**src/rtl/raiz_datapath.sv**
```systemverilog
// Datapath of the restoring integer square-root unit (16-bit radicand, 8-bit root).
// Build option RAIZ_REM_OUT_EN: when defined, the remainder is captured on out_REM; otherwise out_REM is tied to 0.
module raiz_datapath (
    input  logic        clk,
    input  logic        rst,
    input  logic [15:0] in_RAD,
    input  logic        in_RST,
    input  logic        in_S1,
    input  logic        in_S2,
    input  logic        in_S3,
    input  logic        in_S4,
    input  logic        in_DONE,
    output logic [15:0] out_Q,
    output logic        out_K,
    output logic [7:0]  out_ROOT,
    output logic [15:0] out_REM,
    output logic        out_VALID
);

    logic [15:0] r_a;
    logic [15:0] r_r;
    logic [7:0]  r_t;
    logic [15:0] r_q;
    logic        r_f;
    logic [2:0]  r_cnt;
    logic        r_done_d;
    logic [7:0]  r_root;
    logic        r_valid;

    logic [15:0] w_rn;
    logic [15:0] w_trial;
    logic        w_capture;

    // Bring down the next radicand digit pair and test against 4*T+1.
    assign w_rn      = (r_r << 2) | {14'b0, r_a[15:14]};
    assign w_trial   = w_rn - {6'b0, r_t, 2'b01};
    assign w_capture = in_DONE & ~r_done_d;

    always_ff @(posedge clk or negedge rst) begin
        if (!rst) begin
            r_a   <= '0;
            r_r   <= '0;
            r_t   <= '0;
            r_q   <= '0;
            r_f   <= 1'b0;
            r_cnt <= '0;
        end else if (in_RST) begin
            r_a   <= in_RAD;
            r_r   <= '0;
            r_t   <= '0;
            r_q   <= '0;
            r_f   <= 1'b0;
            r_cnt <= '0;
        end else if (in_S1) begin
            r_r <= w_rn;
            r_a <= r_a << 2;
            r_q <= w_trial;
            r_f <= 1'b0;
        end else if (in_S2) begin
            r_r <= r_q;
            r_f <= 1'b1;
        end else if (in_S3) begin
            r_t   <= {r_t[6:0], r_f};
            r_cnt <= r_cnt + 3'd1;
        end else if (in_S4) begin
            r_f <= 1'b0;
        end
    end

    // Result registers survive in_RST; only the async reset clears them.
    always_ff @(posedge clk or negedge rst) begin
        if (!rst) begin
            r_done_d <= 1'b0;
            r_root   <= '0;
            r_valid  <= 1'b0;
        end else begin
            r_done_d <= in_DONE;
            r_valid  <= w_capture;
            if (w_capture) begin
                r_root <= r_t;
            end
        end
    end

`ifdef RAIZ_REM_OUT_EN
    logic [15:0] r_rem;

    always_ff @(posedge clk or negedge rst) begin
        if (!rst) begin
            r_rem <= '0;
        end else if (w_capture) begin
            r_rem <= r_r;
        end
    end

    assign out_REM = r_rem;
`else
    assign out_REM = '0;
`endif

    assign out_Q     = r_q;
    assign out_K     = (r_cnt == 3'd7);
    assign out_ROOT  = r_root;
    assign out_VALID = r_valid;

endmodule

```
**config.mk**
```make
export PLATFORM = sky130hd
export DESIGN_NAME = raiz_datapath
export DESIGN_NICKNAME = d
export VERILOG_FILES = /design/src/rtl/raiz_datapath.sv
export SDC_FILE = /design/constraint.sdc
export NUM_CORES = 1
export LEC_CHECK = 0
export ABC_AREA = 1
export ABC_CLOCK_PERIOD_IN_PS = 2200
export BUFFER_PORTS_ARGS = -buffer_cell sky130_fd_sc_hd__buf_4
export CAP_MARGIN = 40
export CORE_MARGIN = 2
export CORE_UTILIZATION = 40
export DETAILED_ROUTE_END_ITERATION = 8
export PLACE_DENSITY = 0.6
export SLEW_MARGIN = 20
export SYNTH_ARGS = -nofsm -noshare
export SYNTH_HDL_FRONTEND = slang
export SYNTH_SLANG_ARGS = --single-unit
export TNS_END_PERCENT = 5
```
**constraint.sdc**
```tcl
create_clock -name clk -period 2.2 [get_ports clk]
set_clock_uncertainty 0.05 [all_clocks]
set_input_delay 0.66 -clock clk [delete_from_list [all_inputs] [get_ports clk]]
set_output_delay 0.66 -clock clk [all_outputs]
set_load 0.01 [all_outputs]
```
### After elaboration in Yosys (flattened, before gate mapping)

Index checks and enable logic that the tools add are counted.

* input bits: 24
* register bits after elaboration: 68

* reduce and logical (&&, ||, !) cells: 6
* equal/unequal tests: 4
* muxes and demuxes: 20
* $add $sub $neg: 2
* bitwise operators: 3

Operators with widths (count)
* 2-to-1 mux 16 bit: 4
* 2-to-1 mux 14 bit: 3
* 2-to-1 mux 8 bit: 4
* bitwise OR 16 x 2 -> 16 bit: 1
* subtractor 16 x 10 -> 16 bit: 1
* 2-to-1 mux 3 bit: 4
* 2-to-1 mux 1 bit: 5
* inequality test 2 bit, second input constant: 2
* inequality test 4 bit, second input constant: 1
* nonzero test 2 bit: 2
* nonzero test 4 bit: 1
* adder 3 x 1 -> 3 bit, second input constant: 1
* equality test 3 bit, second input constant: 1
* AND reduction 3 bit: 1
* nonzero test 3 bit: 1
* AND reduction 2 bit: 1
* bitwise AND 1 bit: 1
* NOT 1 bit: 1

### Logic depth before layout (Yosys ltp)

Gate-level depths: netlist of the first run.

* depth in word-level cells: 5
* mapped depth: 11
* mapped depth without buffers: 11

### Least setup slack after synthesis of the first run

Ideal clock, no wire load.

* path type: input -> register
* start point: input in_RST
* end point: register r_r[8]
* cell stages on the path: 8
* buffers on the path: 2
* data arrival time: 1.421 ns
* slack: 0.609 ns
* cells stage by stage: buf_6 > nor2_8 > inv_4 > nor2_8 > inv_4 > buf_6 > nand2_1 > o21ai_2

* cells in the longest elaborated chain, start to end: 1
* elaborated cells on any way between the ends: 2
* classes of those cells: mux (1); reduce/logical (1)

Ends and longest elaborated chain
* start: declaration: RTL line 7 `input logic in_RST,`
* nonzero test 3 bit (no line) or 2-to-1 mux 14 bit (tied branches)
* end signal: assignment: RTL line 55 `r_r <= w_rn;`
* end signal: assignment: RTL line 60 `r_r <= r_q;`
* end: declaration: RTL line 21 `logic [15:0] r_r;`

Parallel ways exist; a longest one is shown, timed or not.
A chain may end at the register's enable or synchronous reset.

### Final worst setup path of the first run

* start point: register r_cnt[0]
* end point: output out_K

* cells in the longest elaborated chain, start to end: 1

Ends and longest elaborated chain
* start: declaration: RTL line 25 `logic [2:0] r_cnt;`
* start signal: assignment: RTL line 64 `r_cnt <= r_cnt + 3'd1;`
* equality test 3 bit: RTL line 102 `assign out_K = (r_cnt == 3'd7);`
* end: declaration: RTL line 14 `output logic out_K,`

Every way passes these cells.

==> results of run 1 <==
==> stage by stage <==
stage | utilization [%] | cell area [um2] | hold slack (ns) | std cells | setup WS, ns
global route | 48.0 | 4210 | 0.277 | 593 | 0.147
floorplan | - | 3680 | 0.314 | 442 | 0.609
finish | 48.0 | 4210 | 0.241 | 593 | 0.205
detailed placement | 45.9 | 4020 | 0.345 | 577 | 0.386
CTS | 48.0 | 4210 | 0.250 | 593 | 0.184
global placement | 45.9 | 4020 | 0.351 | 577 | 0.407
==> worst max-delay path: stages, from the launching register on <==
cell and delay, ns:
dfrtp_1 0.42, ha_1 0.21, ha_1 0.17, buf_4 0.14
==> how the worst min path moves through the flow <==
stage / depth (start not counted) / slack, ns / endpoint
after floorplan: 0 / 0.31 / out_Q[0]
after global placement: 1 / 0.35 / out_VALID
after detailed placement: 1 / 0.35 / out_VALID
after CTS: 1 / 0.25 / r_cnt[2]
after global routing: 1 / 0.28 / r_cnt[2]
final: 1 / 0.24 / r_cnt[1]
==> synthesized netlist by cell type, drive strengths merged <==
cell / number / share of area [%]
o21ai: 41 / 6.9
nand4: 3 / 0.52
xnor2: 1 / 0.24
clkbuf: 2 / 0.21
inv: 62 / 6.6
o31ai: 2 / 0.41
o22ai: 16 / 4.0
nand3: 19 / 2.6
and2: 1 / 0.17
buf: 27 / 5.7
nand2: 120 / 13
a2bb2oi: 2 / 0.48
o211ai: 10 / 2.1
dfrtp: 68 / 47
nor2: 25 / 3.9
conb: 1 / 0.10
ha: 11 / 3.8
o21bai: 1 / 0.21
a21oi: 12 / 1.8
o221ai: 3 / 0.73
==> registers in the layout (all words and copies together), names as in the netlist <==
name	flops
out_VALID	1
r_done_d	1
r_f	1
out_ROOT	8
r_cnt	3
r_r	14
r_t	8
out_Q	16
r_a	16
==> logic make-up (layout without fill, tap and decap cells) <==
group / count (synthesis) / in the layout / share of synthesized area (%)
flops: 68 / 68 / 47.0
fa+ha+maj: 11 / 11 / 3.80
simple gates: 168 / 168 / 19.8
buf+inv: 91 / 134 / 12.5
other cells: 1 / 16 / 0.104
compound gates: 87 / 87 / 16.6
xor+xnor: 1 / 1 / 0.242
==> area by class of cell <==
type	count	area, um2
fillers	879	4560
flip-flops and latches	68	1700
multi-input cells	283	1530
repair buffers	56	420
inverters	62	240
well taps	108	135
clock buffers	11	131
clock inverters	5	52.6
==> power groups by stage <==
stage               logic (mW)  clock network [mW]  registers (mW)
floorplan                0.484                   0            1.46
global placement         0.721                   0            1.45
detailed placement       0.729                   0            1.45
CTS                      0.734                1.02            1.43
global route             0.840                1.06            1.44
finish                   0.727               0.978            1.43
==> layer usage <==
layer	track usage, %	vias up	share of wire [%]
met5	0	-	0
met4	5.27	0	1.1
met3	4.57	9	4.5
met2	26.9	62	46
met1	23.7	1349	48
li1	-	1463	-
==> placed cells by master (no fill, tap or decap), types with 5 or more instances in the layout <==
master / Yosys / layout
nand3_1: 19 / 19
ha_1: 11 / 11
nand2_1: 119 / 119
conb_1: 1 / 16
inv_1: 58 / 58
o21ai_1: 5 / 5
nor2_1: 22 / 22
buf_4: 16 / 56
o22ai_1: 9 / 9
o22ai_2: 7 / 7
o211ai_1: 10 / 10
o21ai_0: 24 / 24
clkbuf_8: 0 / 9
a21oi_1: 11 / 11
o21ai_2: 12 / 12
dfrtp_1: 68 / 68
==> results.sh, run 1 <==
export IMPL_status="finished, final reports clean"
export IMPL_syn_area_per_cell_um2=8.48
export IMPL_fp_dieW_um=99.1
export IMPL_worstSetupStartpoint="r_cnt[0]"
export IMPL_cts_hold_buf=0
export IMPL_rrSetupSlack_ns=0.42
export IMPL_maxSlewViolCount=0
export IMPL_required_ns=1.49
export IMPL_dp_hpwl_mm=5.61
export IMPL_switchingPower_mw=0.976
export IMPL_initial_core_util_pct=41.3
export IMPL_reg2regPathDepth=8
export IMPL_clock_path_buffers=2
export IMPL_clock_sinks=68
export IMPL_power_frac_clock_pct=31.2
export IMPL_cts_root_buf="clkbuf_8"
export IMPL_syn_inst=427
export IMPL_port_buffers=49
export IMPL_setup_tns_ns=0
export IMPL_final_nets=515
export IMPL_r2r_start="r_t[5]"
export IMPL_cts_setup_buffers=0
export IMPL_antenna_found_initial=0
export IMPL_drcViolationCount=0
export IMPL_n_antenna_cell=0
export IMPL_crit_arrival_ns=1.29
export IMPL_via_per_inst=4.86
export IMPL_power_mw=3.13
export IMPL_hold_path_class="in2async"
export IMPL_max_clock_freq_mhz=501
export IMPL_worst_slew_pin_slew_ns=0.523
export IMPL_seq_power_share_pct=45.6
export IMPL_core_um2=8760
export IMPL_finalSetupViolCount=0
export IMPL_ir_drop_uv=423
export IMPL_vias=2883
export IMPL_ant_nets=0
export IMPL_critPathCapture="out_K"
export IMPL_floorplan_rows=34
export IMPL_insertion_delay_ns=0.34
export IMPL_p_int_mw=2.15
export IMPL_area_growth_syn_to_layout_pct=16.2
export IMPL_switching_share_pct=31.2
export IMPL_rsz0062_at_grt="no"
export IMPL_comb_power_share_pct=23.2
export IMPL_startpoint_type="flop"
export IMPL_leakagePower_nw=2.15
export IMPL_grt_pass1_vias=2836
export IMPL_relSlewSlack_pct=65.1
export IMPL_path_clk_slew_ns=0.07
export IMPL_drive_gt1_share_pct=20.4
export IMPL_finalHoldViolCount=0
export IMPL_wl_per_cell_um=13.1
export IMPL_first_pass_iters=4
export IMPL_grt_ovfl_total=0
export IMPL_synth_seq_area_share_pct=47.0
export IMPL_grt_pass1_wl_mm=13.5
export IMPL_grt_use_total_pct=17.3
export IMPL_htree_levels=3
export IMPL_dieHeight_um=99.1
export IMPL_grt_max_degree=42
export IMPL_ctsResizeCount=0
export IMPL_powerDensity_nw_per_um2=744
export IMPL_yosys_warnings=0
export IMPL_worstSetupPathType="reg2out"
export IMPL_gp_congestion=0.903
export IMPL_period_share_pct=90.7
export IMPL_synth_seq_cells=68
export IMPL_timing_rr_end="out_Q[12]"
export IMPL_period_needed_ns=2.00
export IMPL_wl_mm=7.75
export IMPL_die_area_um2=9830
export IMPL_endpoint_kind="primary output"
export IMPL_worstPathMaxFanout=3
export IMPL_io_pins=66
export IMPL_cts_tree="yes"
export IMPL_syn_area_um2=3620
export IMPL_drv_cap=0
export IMPL_ys_types=30
export IMPL_drt_iter0_markers=150
export IMPL_numCtsBuffers=9
(Power assumes the default switching activity.)
==> run 2: changes to the inputs <==
--- a/config.mk
+++ b/config.mk
@@ -9,10 +9,11 @@
 export ABC_CLOCK_PERIOD_IN_PS = 2200
 export BUFFER_PORTS_ARGS = -buffer_cell sky130_fd_sc_hd__buf_4
 export CAP_MARGIN = 40
+export CORE_ASPECT_RATIO = 1.25
 export CORE_MARGIN = 2
-export CORE_UTILIZATION = 40
+export CORE_UTILIZATION = 56
 export DETAILED_ROUTE_END_ITERATION = 8
-export PLACE_DENSITY = 0.6
+export PLACE_DENSITY = 0.79
 export SLEW_MARGIN = 20
 export SYNTH_ARGS = -nofsm -noshare
 export SYNTH_HDL_FRONTEND = slang
==> results.sh, run 2 (synthesis results as in run 1) <==
export IMPL_antenna_found_initial=0
export IMPL_place_inst=555
export IMPL_cpMaxStageDelayCell="dfrtp_1"
export IMPL_crit_arrival_ns=1.29
export IMPL_finalSetupViolCount=0
export IMPL_area_growth_syn_to_layout_pct=16.0
export IMPL_hold_path_class="in2async"
export IMPL_maxSlewViolCount=0
export IMPL_grt_pass1_wl_mm=13.4
export IMPL_numCtsBuffers=9
export IMPL_n_antenna_cell=0
export IMPL_gp_congestion=0.939
export IMPL_die_area_um2=7130
export IMPL_floorplan_rows=32
export IMPL_grt_max_degree=35
export IMPL_dp_hpwl_mm=5.58
export IMPL_cts_root_buf="clkbuf_8"
export IMPL_ctsResizeCount=0
export IMPL_port_buffers=49
export IMPL_ant_nets=0
export IMPL_htree_levels=3
export IMPL_cp_common_cell="ha_1"
export IMPL_path_clk_slew_ns=0.07
export IMPL_final_common_cell="nand2_1"
export IMPL_crit_buf_inv=1
export IMPL_period_share_pct=91.0
export IMPL_drv_cap=0
export IMPL_worstPathMaxFanout=3
export IMPL_cts_setup_buffers=0
export IMPL_drive_gt1_share_pct=20.6
export IMPL_status="finished, final reports clean"
export IMPL_final_nets=516
export IMPL_cts_tree="yes"
export IMPL_grt_use_total_pct=23.6
export IMPL_insertion_delay_ns=0.35
export IMPL_area_sequential_um2=1700
export IMPL_required_ns=1.49
export IMPL_wl_per_cell_um=13.7
export IMPL_period_needed_ns=2.00
export IMPL_initial_core_util_pct=58.3
export IMPL_slowest_delay_ns=0.41
export IMPL_endpoint_kind="primary output"
export IMPL_critical_path_top_delay_family="flip-flops"
export IMPL_n_fill_cell=545
export IMPL_setup_ws_ns=0.198
export IMPL_powerDensity_nw_per_um2=765
export IMPL_drcViolationCount=0
export IMPL_via_per_inst=5.15
export IMPL_max_clock_freq_mhz=500
export IMPL_setup_tns_ns=0
export IMPL_dieHeight_um=93.9
export IMPL_fp_dieW_um=75.9
export IMPL_finalHoldViolCount=0
export IMPL_rrSetupSlack_ns=0.38
export IMPL_core_um2=6210
export IMPL_worstSetupPathType="reg2out"
export IMPL_grt_pass1_vias=3020
export IMPL_final_cell_mix="119 x nand2_1, 68 x dfrtp_1, 58 x inv_1"
export IMPL_cts_hold_buf=0
export IMPL_leakagePower_nw=2.16
export IMPL_final_cell_count_no_fill=571
export IMPL_wl_mm=7.80
export IMPL_ir_drop_uv=449
export IMPL_clock_sinks=68
export IMPL_rsz0062_at_grt="no"
export IMPL_grt_ovfl_total=0
export IMPL_cp_cell_sequence="ha_1 > ha_1 > buf_4"
export IMPL_multi_input_area_um2=1520
export IMPL_drt_iter0_markers=146
export IMPL_first_pass_iters=4
export IMPL_clock_path_buffers=2
export IMPL_vias=2938
export IMPL_pre_cts_ws_ns=0.358
export IMPL_io_pins=66
export IMPL_startpoint_type="flop"
-- run 2: worst paths after layout --
kind / cells after the start / to / from
max in group asynchronous: 2 / r_t[5] / rst
min reg2reg: 1 / out_VALID / r_done_d
max reg2reg: 8 / out_Q[12] / r_t[3]
min: 1 / r_done_d / rst
min in group clk: 1 / out_VALID / r_done_d
max: 3 / out_K / r_cnt[0]
-- run 2: final cells by class --
type,count,area share (%)
repair buffers,57,10.2
well taps,85,2.53
clock inverters,4,1.13
flip-flops and latches,68,40.5
inverters,62,5.72
multi-input cells,283,36.2
clock buffers,12,3.69
-- run 2: layer usage --
layer / vias up / GRT usage [%] / wire length (um)
li1: 1454 / - / -
met1: 1387 / 27.3 / 3370
met2: 86 / 41.6 / 3890
met3: 11 / 6.63 / 418
met4: 0 / 9.85 / 122
met5: - / 0 / 0
-- run 2: worst reg2reg max path, delay by kind of cell, from the launching register on --
kind,cells,cell delay (ns)
DFF,1,0.37
AOI/OAI and AO/OA,3,0.61
and+or+nand+nor,3,0.21
adders and majority gates,1,0.32
buffers and inverters,1,0.17
-- run 2: stage by stage --
stage / cell area (um2) / power, mW / hold WS (ns) / util, %
2_1_floorplan: 3680 / 1.94 / 0.314 / -
3_3_place_gp: 4000 / 2.15 / 0.350 / 64.4
3_5_place_dp: 4000 / 2.18 / 0.361 / 64.4
4_1_cts: 4200 / 3.22 / 0.197 / 67.7
5_1_grt: 4200 / 3.38 / 0.217 / 67.7
6_report: 4200 / 3.21 / 0.190 / 67.7
-- run 2: report_power, final --
group,internal [mW],switching [mW]
Clock,0.582,0.470
Combinational,0.278,0.458
Sequential,1.36,0.0668
==> run 3: changes to the inputs <==
--- a/config.mk
+++ b/config.mk
@@ -5,7 +5,7 @@
 export SDC_FILE = /design/constraint.sdc
 export NUM_CORES = 1
 export LEC_CHECK = 0
-export ABC_AREA = 1
+export ABC_AREA = 0
 export ABC_CLOCK_PERIOD_IN_PS = 2200
 export BUFFER_PORTS_ARGS = -buffer_cell sky130_fd_sc_hd__buf_4
 export CAP_MARGIN = 40
==> constraint.sdc (replaced) <==
create_clock -name clk -period 2.2 [get_ports clk]
set_clock_uncertainty 0.05 [all_clocks]
set_input_delay 0.66 -clock clk [delete_from_list [all_inputs] [get_ports clk]]
set_output_delay 0.66 -clock clk [all_outputs]
set_load 0.05 [all_outputs]
==> results.sh, run 3 <==
export IMPL_worst_hold_slack_ns=0.214
export IMPL_grt_ovfl_total=0
export IMPL_n_antenna_cell=0
export IMPL_io_pins=66
export IMPL_hold_path_class="in2async"
export IMPL_floorplan_rows=32
export IMPL_endpoint_kind="flop"
export IMPL_grt_pass1_wl_mm=13.0
export IMPL_period_needed_ns=2.09
export IMPL_relSlewSlack_pct=57.3
export IMPL_drv_cap=0
export IMPL_max_clock_freq_mhz=479
export IMPL_p_int_mw=2.08
export IMPL_ir_drop_uv=476
export IMPL_powerDensity_nw_per_um2=711
export IMPL_synth_top_area_share_pct=46.4
export IMPL_final_common_cell="dfrtp_1"
export IMPL_design_area_um2=4370
export IMPL_yosys_top_cells_count="68 x dfrtp_1, 48 x nor2_1, 34 x mux2i_1, 30 x nand2_1, 24 x o21ai_0"
export IMPL_startpoint_type="flop"
export IMPL_worst_slew_pin_slew_ns=0.638
export IMPL_worstPathMaxFanout=6
export IMPL_n_fill_cell=530
export IMPL_via_per_inst=5.43
export IMPL_final_cell_mix="68 x dfrtp_1, 62 x buf_4, 48 x nor2_1"
export IMPL_ctsResizeCount=0
export IMPL_finalHoldViolCount=0
export IMPL_drive_gt1_share_pct=22.1
export IMPL_synth_seq_cells=68
export IMPL_wl_per_cell_um=14.7
export IMPL_required_ns=2.38
export IMPL_finalSetupViolCount=0
export IMPL_fp_dieW_um=76.4
export IMPL_gp_congestion=0.827
export IMPL_clock_path_buffers=2
export IMPL_cts_setup_buffers=0
export IMPL_switching_share_pct=33.1
export IMPL_port_buffers=49
export IMPL_ys_flop_type="dfrtp_1"
export IMPL_dp_hpwl_mm=5.48
export IMPL_synth_edf_count=0
export IMPL_crit_buf_inv=2
export IMPL_wl_mm=7.65
export IMPL_core_um2=6250
export IMPL_ys_types=48
export IMPL_syn_area_per_cell_um2=9.73
export IMPL_power_mw=3.10
export IMPL_synth_largest_area_cell="dfrtp_1"
export IMPL_cts_hold_buf=0
export IMPL_grt_use_total_pct=23.2
export IMPL_synth_area_top_cells="dfrtp_1 46%, mux2i_1 9.3%, nor2_1 4.9%, ha_1 3.8%, a22o_1 3.6%"
export IMPL_maxSlewViolCount=0
export IMPL_drcViolationCount=0
export IMPL_cts_tree="yes"
export IMPL_post_dp_cell_area_um2=4140
export IMPL_htree_levels=3
export IMPL_yosys_warnings=0
export IMPL_synth_seq_area_share_pct=46.4
export IMPL_crit_arrival_ns=2.27
export IMPL_yosysMostFrequentCell="dfrtp_1"
export IMPL_async_flop_share_pct=100
export IMPL_rsz0062_at_grt="yes"
export IMPL_leakagePower_nw=2.14
export IMPL_dieHeight_um=94.5
export IMPL_worstSetupPathType="reg2reg"
export IMPL_path_clk_slew_ns=0.07
export IMPL_area_growth_syn_to_layout_pct=19.1
export IMPL_drt_iter0_markers=174
export IMPL_power_frac_clock_pct=28.9
export IMPL_seq_power_share_pct=45.0
export IMPL_syn_area_um2=3670
export IMPL_vias=2821
export IMPL_first_pass_iters=4
export IMPL_cts_root_buf="clkbuf_8"
export IMPL_cpMaxStageDelayCell="ha_2"
export IMPL_switchingPower_mw=1.03
export IMPL_ant_nets=0
export IMPL_final_nets=465
export IMPL_syn_inst=377
export IMPL_grt_pass1_vias=2751
export IMPL_period_share_pct=95.0
export IMPL_comb_power_share_pct=26.2
export IMPL_clock_sinks=68
export IMPL_insertion_delay_ns=0.35
export IMPL_initial_core_util_pct=58.7
export IMPL_grt_max_degree=62
export IMPL_status="finished, final reports clean"
export IMPL_antenna_found_initial=0
export IMPL_numCtsBuffers=9
export IMPL_critical_path_top_delay_family="compound AO/OA/AOI/OAI gates"
export IMPL_cp_cell_sequence="inv_1 > ha_2 > a21o_1 > a31o_2 > a31oi_1 > buf_4 > nand2b_2 > o311a_1"
export IMPL_utilization_pct=69.9
export IMPL_slowest_delay_ns=0.39
export IMPL_die_area_um2=7220
-- run 3: changes by cell type after synthesis, sizes merged, moves of 10 or more --
cell    before  now
nand3       19    4
inv         62   13
o21ai       41   24
clkbuf       2   17
a21oi       12   22
nor2        25   48
nand2      120   30
o22ai       16    1
a22o         0   15
mux2i        0   34
-- run 3: worst register-to-register path: stages (launching register included) --
cell and delay [ns]:
dfrtp_1 0.38, inv_1 0.08, ha_2 0.39, a21o_1 0.15
a31o_2 0.15, a31oi_1 0.03, buf_4 0.16, nand2b_2 0.22
o311a_1 0.35
-- run 3: path summary, 6_finish.rpt --
check	startpoint	endpoint	slack [ns]	cells after the start
max	r_t[3]	out_Q[12]	0.11	8
min	rst	r_t[2]	0.21	1
max reg2reg	r_t[3]	out_Q[12]	0.11	8
min reg2reg	out_ROOT[3]	out_ROOT[3]	0.43	2
max in group asynchronous	rst	out_Q[11]	1.35	2
min in group clk	in_DONE	r_done_d	0.38	1
-- run 3: layout make-up --
class / count / area (um2) / share of cell area (%)
multi-input cells: 272 / 1810 / 41.5
flip-flops and latches: 68 / 1700 / 39.0
repair buffers: 66 / 531 / 12.1
clock buffers: 11 / 141 / 3.24
well taps: 85 / 106 / 2.44
inverters: 13 / 48.8 / 1.12
clock inverters: 5 / 27.5 / 0.630
-- run 3: cells by family after synthesis --
family,synth area share (%)
and+or+nand+nor,13.6
AOI/OAI and AO/OA,17.0
DFF,46.4
buffers and inverters,7.23
muxes,10.2
adders and majority gates,3.75
xor gates and xnor gates,1.67
other,0.102
-- run 3: routing by layer --
layer | wire, um | global-route usage, % | vias to the layer above | part of all wire, %
met5 | 0 | 0 | - | 0
met4 | 158 | 12.9 | 0 | 2.1
met3 | 350 | 4.11 | 13 | 4.6
met2 | 3830 | 37.8 | 74 | 50
met1 | 3310 | 29.5 | 1338 | 43
li1 | - | - | 1396 | -
-- run 3: stage by stage --
stage	std cells	worst slack (ns)	TNS, ns
CTS	520	0.0680	0
global placement	503	0.0680	0
finish	520	0.110	0
global route	520	-0.0274	-0.0364
floorplan	392	0.130	0
detailed placement	504	0.0674	0
-- run 3: power by group through the flow --
stage / registers (mW) / clock network [mW] / logic (mW)
finish: 1.40 / 0.895 / 0.812
global route: 1.41 / 0.980 / 0.884
CTS: 1.39 / 0.917 / 0.798
detailed placement: 1.42 / 0 / 0.796
global placement: 1.41 / 0 / 0.783
floorplan: 1.53 / 0 / 0.456
